File: src/rtl/seg7_pkg.sv
// Shared constants and types for the seven-segment scan decoder.
package seg7_pkg;

  localparam int SETTLE_DEFAULT = 4;

  // Segment-on values {a,b,c,d,e,f,g}, a at bit 6; the bus carries the inverse.
  localparam logic [6:0] PAT_0 = 7'h7E;
  localparam logic [6:0] PAT_1 = 7'h30;
  localparam logic [6:0] PAT_2 = 7'h6D;
  localparam logic [6:0] PAT_3 = 7'h79;
  localparam logic [6:0] PAT_4 = 7'h33;
  localparam logic [6:0] PAT_5 = 7'h5B;
  localparam logic [6:0] PAT_6 = 7'h5F;
  localparam logic [6:0] PAT_7 = 7'h70;
  localparam logic [6:0] PAT_8 = 7'h7F;
  localparam logic [6:0] PAT_9 = 7'h7B;
  localparam logic [6:0] PAT_A = 7'h77;
  localparam logic [6:0] PAT_B = 7'h1F;
  localparam logic [6:0] PAT_C = 7'h4E;
  localparam logic [6:0] PAT_D = 7'h3D;
  localparam logic [6:0] PAT_E = 7'h4F;
  localparam logic [6:0] PAT_F = 7'h47;

  // All segments dark, as seen on the active-low bus.
  localparam logic [6:0] SEG_N_BLANK = 7'h7F;

  typedef enum logic [1:0] {
    ST_IDLE,
    ST_SETTLE,
    ST_CAPTURE,
    ST_HOLD
  } state_t;

  // True when exactly one active-low digit strobe is asserted.
  function automatic logic single_strobe(input logic [3:0] an_n);
    logic hit;
    hit = 1'b0;
    case (an_n)
      4'b1110, 4'b1101, 4'b1011, 4'b0111: hit = 1'b1;
      default: hit = 1'b0;
    endcase
    return hit;
  endfunction

endpackage

File: src/rtl/seg7_pattern_decode.sv
// Combinational lookup from an active-low segment pattern to a hex nibble.
module seg7_pattern_decode
  import seg7_pkg::*;
(
  input  logic [6:0] seg_n,
  output logic [3:0] hex,
  output logic       legal,
  output logic       blank
);

  logic [6:0] seg_on;

  assign seg_on = ~seg_n;
  assign blank  = (seg_n == SEG_N_BLANK);

  // Match the lit segments against the sixteen hex glyphs.
  always_comb begin
    hex   = 4'h0;
    legal = 1'b1;
    case (seg_on)
      PAT_0:   hex = 4'h0;
      PAT_1:   hex = 4'h1;
      PAT_2:   hex = 4'h2;
      PAT_3:   hex = 4'h3;
      PAT_4:   hex = 4'h4;
      PAT_5:   hex = 4'h5;
      PAT_6:   hex = 4'h6;
      PAT_7:   hex = 4'h7;
      PAT_8:   hex = 4'h8;
      PAT_9:   hex = 4'h9;
      PAT_A:   hex = 4'hA;
      PAT_B:   hex = 4'hB;
      PAT_C:   hex = 4'hC;
      PAT_D:   hex = 4'hD;
      PAT_E:   hex = 4'hE;
      PAT_F:   hex = 4'hF;
      default: legal = 1'b0;
    endcase
  end

endmodule

File: src/rtl/seg7_scan_decoder.sv
// Recovers four hex digits from a multiplexed seven-segment display bus.
// A strobe/segment pair must be stable for SETTLE+1 samples before it is
// captured; a frame completes once every digit has been captured at least once.
module seg7_scan_decoder
  import seg7_pkg::*;
#(
  parameter int SETTLE = SETTLE_DEFAULT
)
(
  input  logic        clk,
  input  logic        rst,
  input  logic [6:0]  seg_n,
  input  logic [3:0]  an_n,
  output logic [15:0] digits,
  output logic [3:0]  digit_valid,
  output logic [3:0]  seg_err,
  output logic        frame_done,
  output logic [7:0]  frame_count
);

  localparam logic [7:0] SETTLE_CNT = 8'(SETTLE);
  // With a one-sample window there is nothing to count, so go straight to capture.
  localparam state_t ARM_STATE = (SETTLE == 1) ? ST_CAPTURE : ST_SETTLE;

  state_t     state, state_nxt;
  logic [3:0] lat_an, lat_an_nxt;
  logic [6:0] lat_seg, lat_seg_nxt;
  logic [7:0] cnt, cnt_nxt;
  logic [3:0] mask;
  logic       cap_en;
  logic       same;
  logic       strobe_ok;
  logic [3:0] pat_hex;
  logic       pat_legal;
  logic       pat_blank;
  logic [3:0] mask_merged;

  assign same        = (an_n == lat_an) && (seg_n == lat_seg);
  assign strobe_ok   = single_strobe(an_n);
  assign mask_merged = mask | ~lat_an;

  seg7_pattern_decode u_decode (
    .seg_n (lat_seg),
    .hex   (pat_hex),
    .legal (pat_legal),
    .blank (pat_blank)
  );

  // FSM state, latched strobe/segment pair and settle counter.
  always_ff @(posedge clk or posedge rst) begin
    if (rst) begin
      state   <= ST_IDLE;
      lat_an  <= 4'h0;
      lat_seg <= 7'h00;
      cnt     <= 8'h00;
    end else begin
      state   <= state_nxt;
      lat_an  <= lat_an_nxt;
      lat_seg <= lat_seg_nxt;
      cnt     <= cnt_nxt;
    end
  end

  // Next state: arm on a single strobe, count stable samples, capture, then hold.
  always_comb begin
    state_nxt   = state;
    lat_an_nxt  = lat_an;
    lat_seg_nxt = lat_seg;
    cnt_nxt     = cnt;
    cap_en      = 1'b0;
    case (state)
      ST_IDLE: begin
        if (strobe_ok) begin
          lat_an_nxt  = an_n;
          lat_seg_nxt = seg_n;
          cnt_nxt     = 8'd1;
          state_nxt   = ARM_STATE;
        end
      end
      ST_SETTLE: begin
        if (same) begin
          if (cnt == SETTLE_CNT) begin
            state_nxt = ST_CAPTURE;
          end else begin
            cnt_nxt = cnt + 8'd1;
          end
        end else if (strobe_ok) begin
          lat_an_nxt  = an_n;
          lat_seg_nxt = seg_n;
          cnt_nxt     = 8'd1;
          state_nxt   = ARM_STATE;
        end else begin
          cnt_nxt   = 8'd0;
          state_nxt = ST_IDLE;
        end
      end
      ST_CAPTURE: begin
        cap_en    = 1'b1;
        state_nxt = ST_HOLD;
      end
      ST_HOLD: begin
        // A change of pair ends the hold; a new single strobe re-arms at once.
        if (!same) begin
          if (strobe_ok) begin
            lat_an_nxt  = an_n;
            lat_seg_nxt = seg_n;
            cnt_nxt     = 8'd1;
            state_nxt   = ARM_STATE;
          end else begin
            cnt_nxt   = 8'd0;
            state_nxt = ST_IDLE;
          end
        end
      end
      default: state_nxt = ST_IDLE;
    endcase
  end

  // Digit registers, status flags and frame bookkeeping, updated on capture exit.
  always_ff @(posedge clk or posedge rst) begin
    if (rst) begin
      digits      <= 16'h0000;
      digit_valid <= 4'h0;
      seg_err     <= 4'h0;
      frame_done  <= 1'b0;
      frame_count <= 8'h00;
      mask        <= 4'h0;
    end else begin
      frame_done <= 1'b0;
      if (cap_en) begin
        for (int i = 0; i < 4; i++) begin
          if (!lat_an[i]) begin
            if (pat_legal) begin
              digits[4*i +: 4] <= pat_hex;
            end
            digit_valid[i] <= pat_legal;
            seg_err[i]     <= !pat_legal && !pat_blank;
          end
        end
        if (mask_merged == 4'hF) begin
          frame_done  <= 1'b1;
          frame_count <= frame_count + 8'd1;
          mask        <= 4'h0;
        end else begin
          mask <= mask_merged;
        end
      end
    end
  end

endmodule

File: config.mk
export PLATFORM = sky130hd
export DESIGN_NAME = seg7_scan_decoder
export DESIGN_NICKNAME = d
export VERILOG_FILES = /design/src/rtl/seg7_pkg.sv /design/src/rtl/seg7_pattern_decode.sv /design/src/rtl/seg7_scan_decoder.sv
export SDC_FILE = /design/constraint.sdc
export NUM_CORES = 1
export LEC_CHECK = 0
export ABC_AREA = 1
export BUFFER_PORTS_ARGS = -buffer_cell sky130_fd_sc_hd__buf_2
export CAP_MARGIN = 0
export CORE_ASPECT_RATIO = 0.5
export CORE_MARGIN = 1
export CORE_UTILIZATION = 60
export CTS_BUF_LIST = sky130_fd_sc_hd__clkbuf_4 sky130_fd_sc_hd__clkbuf_8
export DETAILED_ROUTE_END_ITERATION = 6
export PLACE_DENSITY_LB_ADDON = 0.1
export SYNTH_ARGS = -nofsm -noshare
export SYNTH_HDL_FRONTEND = slang
export SYNTH_HIERARCHICAL = 1
export SYNTH_SLANG_ARGS = --single-unit
File: constraint.sdc
create_clock -name clk -period 2.2 [get_ports clk]
set_input_delay 0.11 -clock clk [delete_from_list [all_inputs] [get_ports clk]]
set_output_delay 0.11 -clock clk [all_outputs]
set_load 0.05 [all_outputs]
# Yosys cells after proc, flatten, opt, wreduce, memory -nomap -nowiden
# Cells that the tools add are included.
# word_totals
ff_bits	58
wordCells	108
# op_classes
add_sub_neg	2
reduce_logical	22
bitwise_logic	7
mux	25
n_eq_ne	33
# op_table
cell	n
equality test 7 bit, second input constant	13
case mux 4 bit (15 select lines)	1
2-to-1 mux 8 bit	4
case mux 8 bit (3 select lines)	1
equality test 7 x 6 -> 1 bit, second input constant	3
adder 8 x 1 -> 8 bit, second input constant	2
equality test 4 bit, second input constant	4
OR reduction 16 bit	1
AND reduction 3 bit	5
2-to-1 mux 7 bit	2
case mux 7 bit (2 select lines)	1
2-to-1 mux 4 bit	3
AND reduction 2 bit	6
equality test 8 x 3 -> 1 bit, second input constant	1
2-to-1 mux 2 bit	4
case mux 2 bit (4 select lines)	1
case mux 4 bit (2 select lines)	1
equality test 7 x 5 -> 1 bit, second input constant	1
equality test 7 bit	1
2-to-1 mux 1 bit	7
NOT 7 bit	1
!= test 2 bit, second input constant	3
!= test 3 bit, second input constant	2
equality test 2 bit, second input constant	2
14 further kinds	19

# Depth between registers and ports, before layout
# depth
word_depth	6
ltp_mapped	12
depth_no_buf	12

# By module
# Netlist, hierarchy kept.
# modules_own_cells
mod	cells_per_inst	area_each_um2	n_inst
seg7_scan_decoder	365	2984.1	1
seg7_pattern_decode	75	341.6	1

# Least setup slack after synthesis
# No wires, ideal clock.
# synth_timing
path_kind	register to register
startpoint	register state[0]
endpoint	register frame_count[6]
setup_ns	0.141
path_stages_with_launch	9
arrival_ns	1.629
period_less_slack_ns	1.770
setup_slack_ns	0.430
path_buffers	0
path_cell_list	dfrtp_1 -> inv_1 -> ha_1 -> o21ai_1 -> nor3_4 -> nand2_4 -> nor2_2 -> nand3_1 -> xnor2_1
# synth_between
elab_chain_len	3
# synth_rtl
element	line	text
start: declaration	seg7_scan_decoder.sv:25	state_t state, state_nxt;
start signal: assignment	seg7_scan_decoder.sv:57	state <= state_nxt;
equality test 2 bit	seg7_scan_decoder.sv:71	case (state)
2-to-1 mux 1 bit	seg7_scan_decoder.sv:71	
AND reduction 2 bit (no source line)	--	
end signal: assignment	seg7_scan_decoder.sv:142	frame_count <= frame_count + 8'd1;
end: declaration	seg7_scan_decoder.sv:18	output logic [7:0] frame_count
# No other way between the ends.
# A chain may end at the register's enable or synchronous reset.

# Worst setup path after layout
# Ends and elaborated chain as after synthesis.

==> key figures <==
Outcome
  • Outcome: complete, no violations

STA
  • RSZ-0062 raised after global routing: no
  • Setup TNS: 0 ns
  • Final Hold Fails: 0
  • Final WS setup: 0.257 ns
  • Slew headroom: 64.6%
  • Period utilization: about nine tenths
  • Slew Limit Fails: 0
  • Slew @ Worst Pin: 0.531 ns
  • Worst clock skew: 0.00681 ns
  • Endpoints failing setup: 0
  • Max Clk Rate: 0.515 GHz
  • Min Tclk post-route: 1.94 ns

Worst setup path
  • CP max stage delay: around 0.44 ns
  • Buf+Inv Stages, Crit Path: 1
  • Critical path arrival: 2.17 ns
  • CP Launch Type: flop
  • CP max-delay cell: dfrtp_1
  • Top delay family on crit path: simple AND/OR/NAND/NOR gates
  • Worst-path maximum fanout: 7
  • Crit path cell chain: inv_1 > ha_1 > o21ai_1 > nor3_4 > nand2_4 > nor2_2 > nand3_1 > xnor2_1
  • Crit Path Class: reg2reg
  • WP data required: 2.42 ns
  • Critical path capture point type: flop

Global routing
  • Gr usage total: between 20% and 30%
  • Vias in the first global route: 2738
  • Initial antenna violation count: 0
  • Total gr overflow: 0
  • First-pass GRT wire length: 12.2 mm
  • Largest net degree at the start of global routing: 37

Synthesis
  • Register bit total from synthesis: between 50 and 60
  • XOR/XNOR Fraction of Synth Area: 3.16%
  • Number of synthesized flops with an enable pin: 0
  • Async SR Flop Fraction: 100%
  • Post-synthesis mux area share: 1.69%
  • Synth Area in Adders: around 3%
  • Cell Area, Synth: 3330 um2
  • Count leader, synth: nand2_1
  • Compound-Gate Fraction of Synth Area: under 10%
  • Synth unique cells: 32
  • Share of the synthesized area in the top cell type: 43.6%
  • Area contributors post-synth: dfrtp_1 (44%), nand2_1 (17%), inv_1 (6.0%), nor2_1 (5.9%), o21ai_0 (3.6%)
  • Post-synthesis simple-gate area fraction: between 30% and 40%
  • Post-synth top cells: nand2_1 (152), dfrtp_1 (58), inv_1 (53)
  • Main flop type after synthesis: dfrtp_1
  • Largest family of logic cells by synthesized area: simple AND/OR/NAND/NOR gates
  • Seq/Total Area, Yosys: roughly 44%
  • Net Count, Synth: approximately 460
  • Post-synthesis average cell area: between 7 and 8 um2
  • Synth Instances: 440
  • YS warnings: 6
  • Cell taking the most area after synthesis: dfrtp_1

Floorplanning
  • Placeable core area: 5130 um2
  • Die W: 107 um
  • Die Span Y: 54.6 um
  • I/O pin count: 46
  • Die Area: 5860 um2
  • Row cnt: 18
  • Initial core utilization: about two thirds

Clocking
  • CTS tree: built
  • Num CTS Buffers: 9
  • Clock latency on the worst-skew pair: 0.34 ns
  • Clock Path Buffers: 2
  • Root Driver: clkbuf_8
  • Clock Sinks: 58
  • H-tree lvl count: 3
  • Clk slew on worst S/H paths: around 0.070 ns

Layout
  • Share of layout cells above drive strength 1: 21.4%
  • Area occupied by multi-input gates: approximately 1600 um2
  • Fillcell total: 398
  • Register Area: between 1000 and 1500 um2
  • # diodes: 0
  • Syn-to-layout area delta: 16.7%
  • Post-layout util: 75.6%
  • Fin nets: 520

Routing
  • Final WL: between 7 and 8 mm
  • TritonRoute pass-1 iters: 4
  • Routed Antenna Nets: 0
  • Drc violations: 0
  • Via count: 2922
  • Wirelength per Cell: roughly 13 um
  • Vias/cell: 5.09
  • DRT iter0 DRCs: 210

Place
  • Dpl ws: about 0.25 ns
  • Port bufs: 45
  • Gpl congestion: 0.887
  • DP HPWL: 5.15 mm

Power
  • Max IR drop VDD: 0.590 mV
  • P_leak: 2.18 nW
  • Cell Pwr Density: between 700 and 800 nW/um2
  • Post-layout power: 2.91 mW

Min path
  • Worst min path class: in2reg

Run
  • Max Cap Violations: 0
registers in the layout (all words and copies together), names as in the netlist, named ones only:
| name | count |
|---|---|
| digits | 16 |
| cnt | 8 |
| frame_count | 8 |
| lat_seg | 7 |
| digit_valid | 4 |
| lat_an | 4 |
| mask | 4 |
| seg_err | 4 |
| frame_done | 1 |
| state | 1 |
power breakdown:
part	switching (mW)	internal (mW)	leakage, nW
Sequential	0.0920	1.12	0.788
Combinational	0.458	0.220	1.29
Clock	0.431	0.595	0.102
Total	0.981	1.93	2.18
stage by stage:
stage / instance area, um2 / hold slack [ns] / cells
after CTS: 3880 / 0.0180 / 574
after floorplan: 3330 / 0.241 / 440
after global placement: 3660 / 0.177 / 557
final: 3880 / 0.0329 / 574
after global routing: 3880 / 0.0303 / 574
after detailed placement: 3660 / 0.181 / 557
cells by family (layout without fill, tap and decap cells):
group,after synthesis,count (layout)
buf+inv,61,125
fa+ha+maj,8,8
mux,5,5
compound gates,37,37
xor+xnor,12,12
flops,58,58
simple gates,259,259
what timing repair did:
item,CTS,global route
setup endpoints to repair,0,1
buffers inserted,0,0
hold buffers,1,0
endpoints found under the hold margin,22,0
gates resized for setup,0,1
worst reg2reg max path: cells and delay by family (launching register included):
family / cells / cell delay (ns)
XOR/XNOR: 1 / 0.14
adder cells (fa/ha/maj): 1 / 0.24
AND/OR/NAND/NOR: 4 / 0.68
AO/OA/AOI/OAI: 1 / 0.12
flip-flops: 1 / 0.44
buffers and inverters: 1 / 0.20
layer usage:
layer  track usage, %  share of wire, %
met5                0                 0
met1             35.5                47
met4             8.45              0.68
met2             47.5                47
met3             8.93               5.0
placed cells by master (no fill, tap or decap), types with 3 or more instances in the layout:
master / synthesis / routed
nor3_1: 5 / 5
xor2_1: 5 / 5
xnor2_1: 7 / 7
o21ai_1: 3 / 3
buf_2: 0 / 45
nand3_1: 19 / 19
nand2_1: 152 / 151
nor2_2: 7 / 7
inv_2: 5 / 6
mux2_2: 5 / 5
nor2_1: 52 / 52
ha_1: 8 / 8
clkbuf_8: 0 / 11
dfrtp_1: 58 / 58
buf_4: 0 / 3
o21ai_2: 8 / 8
nand2_2: 4 / 5
inv_1: 53 / 52
nand4_1: 6 / 6
o21ai_0: 24 / 24
final cells by class:
class | instances | area share, %
multi-input cells | 321 | 42.1
flip-flops and latches | 58 | 37.4
repair buffers | 50 | 7.16
inverters | 59 | 5.71
clock buffers | 12 | 4.10
well taps | 70 | 2.26
clock inverters | 4 | 1.29
path summary, 6_finish.rpt:
path / from / endpoint / slack (ns) / cells past startpoint
max: state[0] / frame_count[6] / 0.26 / 8
min: seg_n[4] / lat_seg[4] / 0.03 / 3
max reg2reg: state[0] / frame_count[6] / 0.26 / 8
min reg2reg: frame_count[7] / frame_count[7] / 0.47 / 1
max in group asynchronous: rst / digits[8] / 1.27 / 4
min in group asynchronous: rst / mask[3] / 0.37 / 3
No activity file was read; power rests on OpenSTA's default activity.
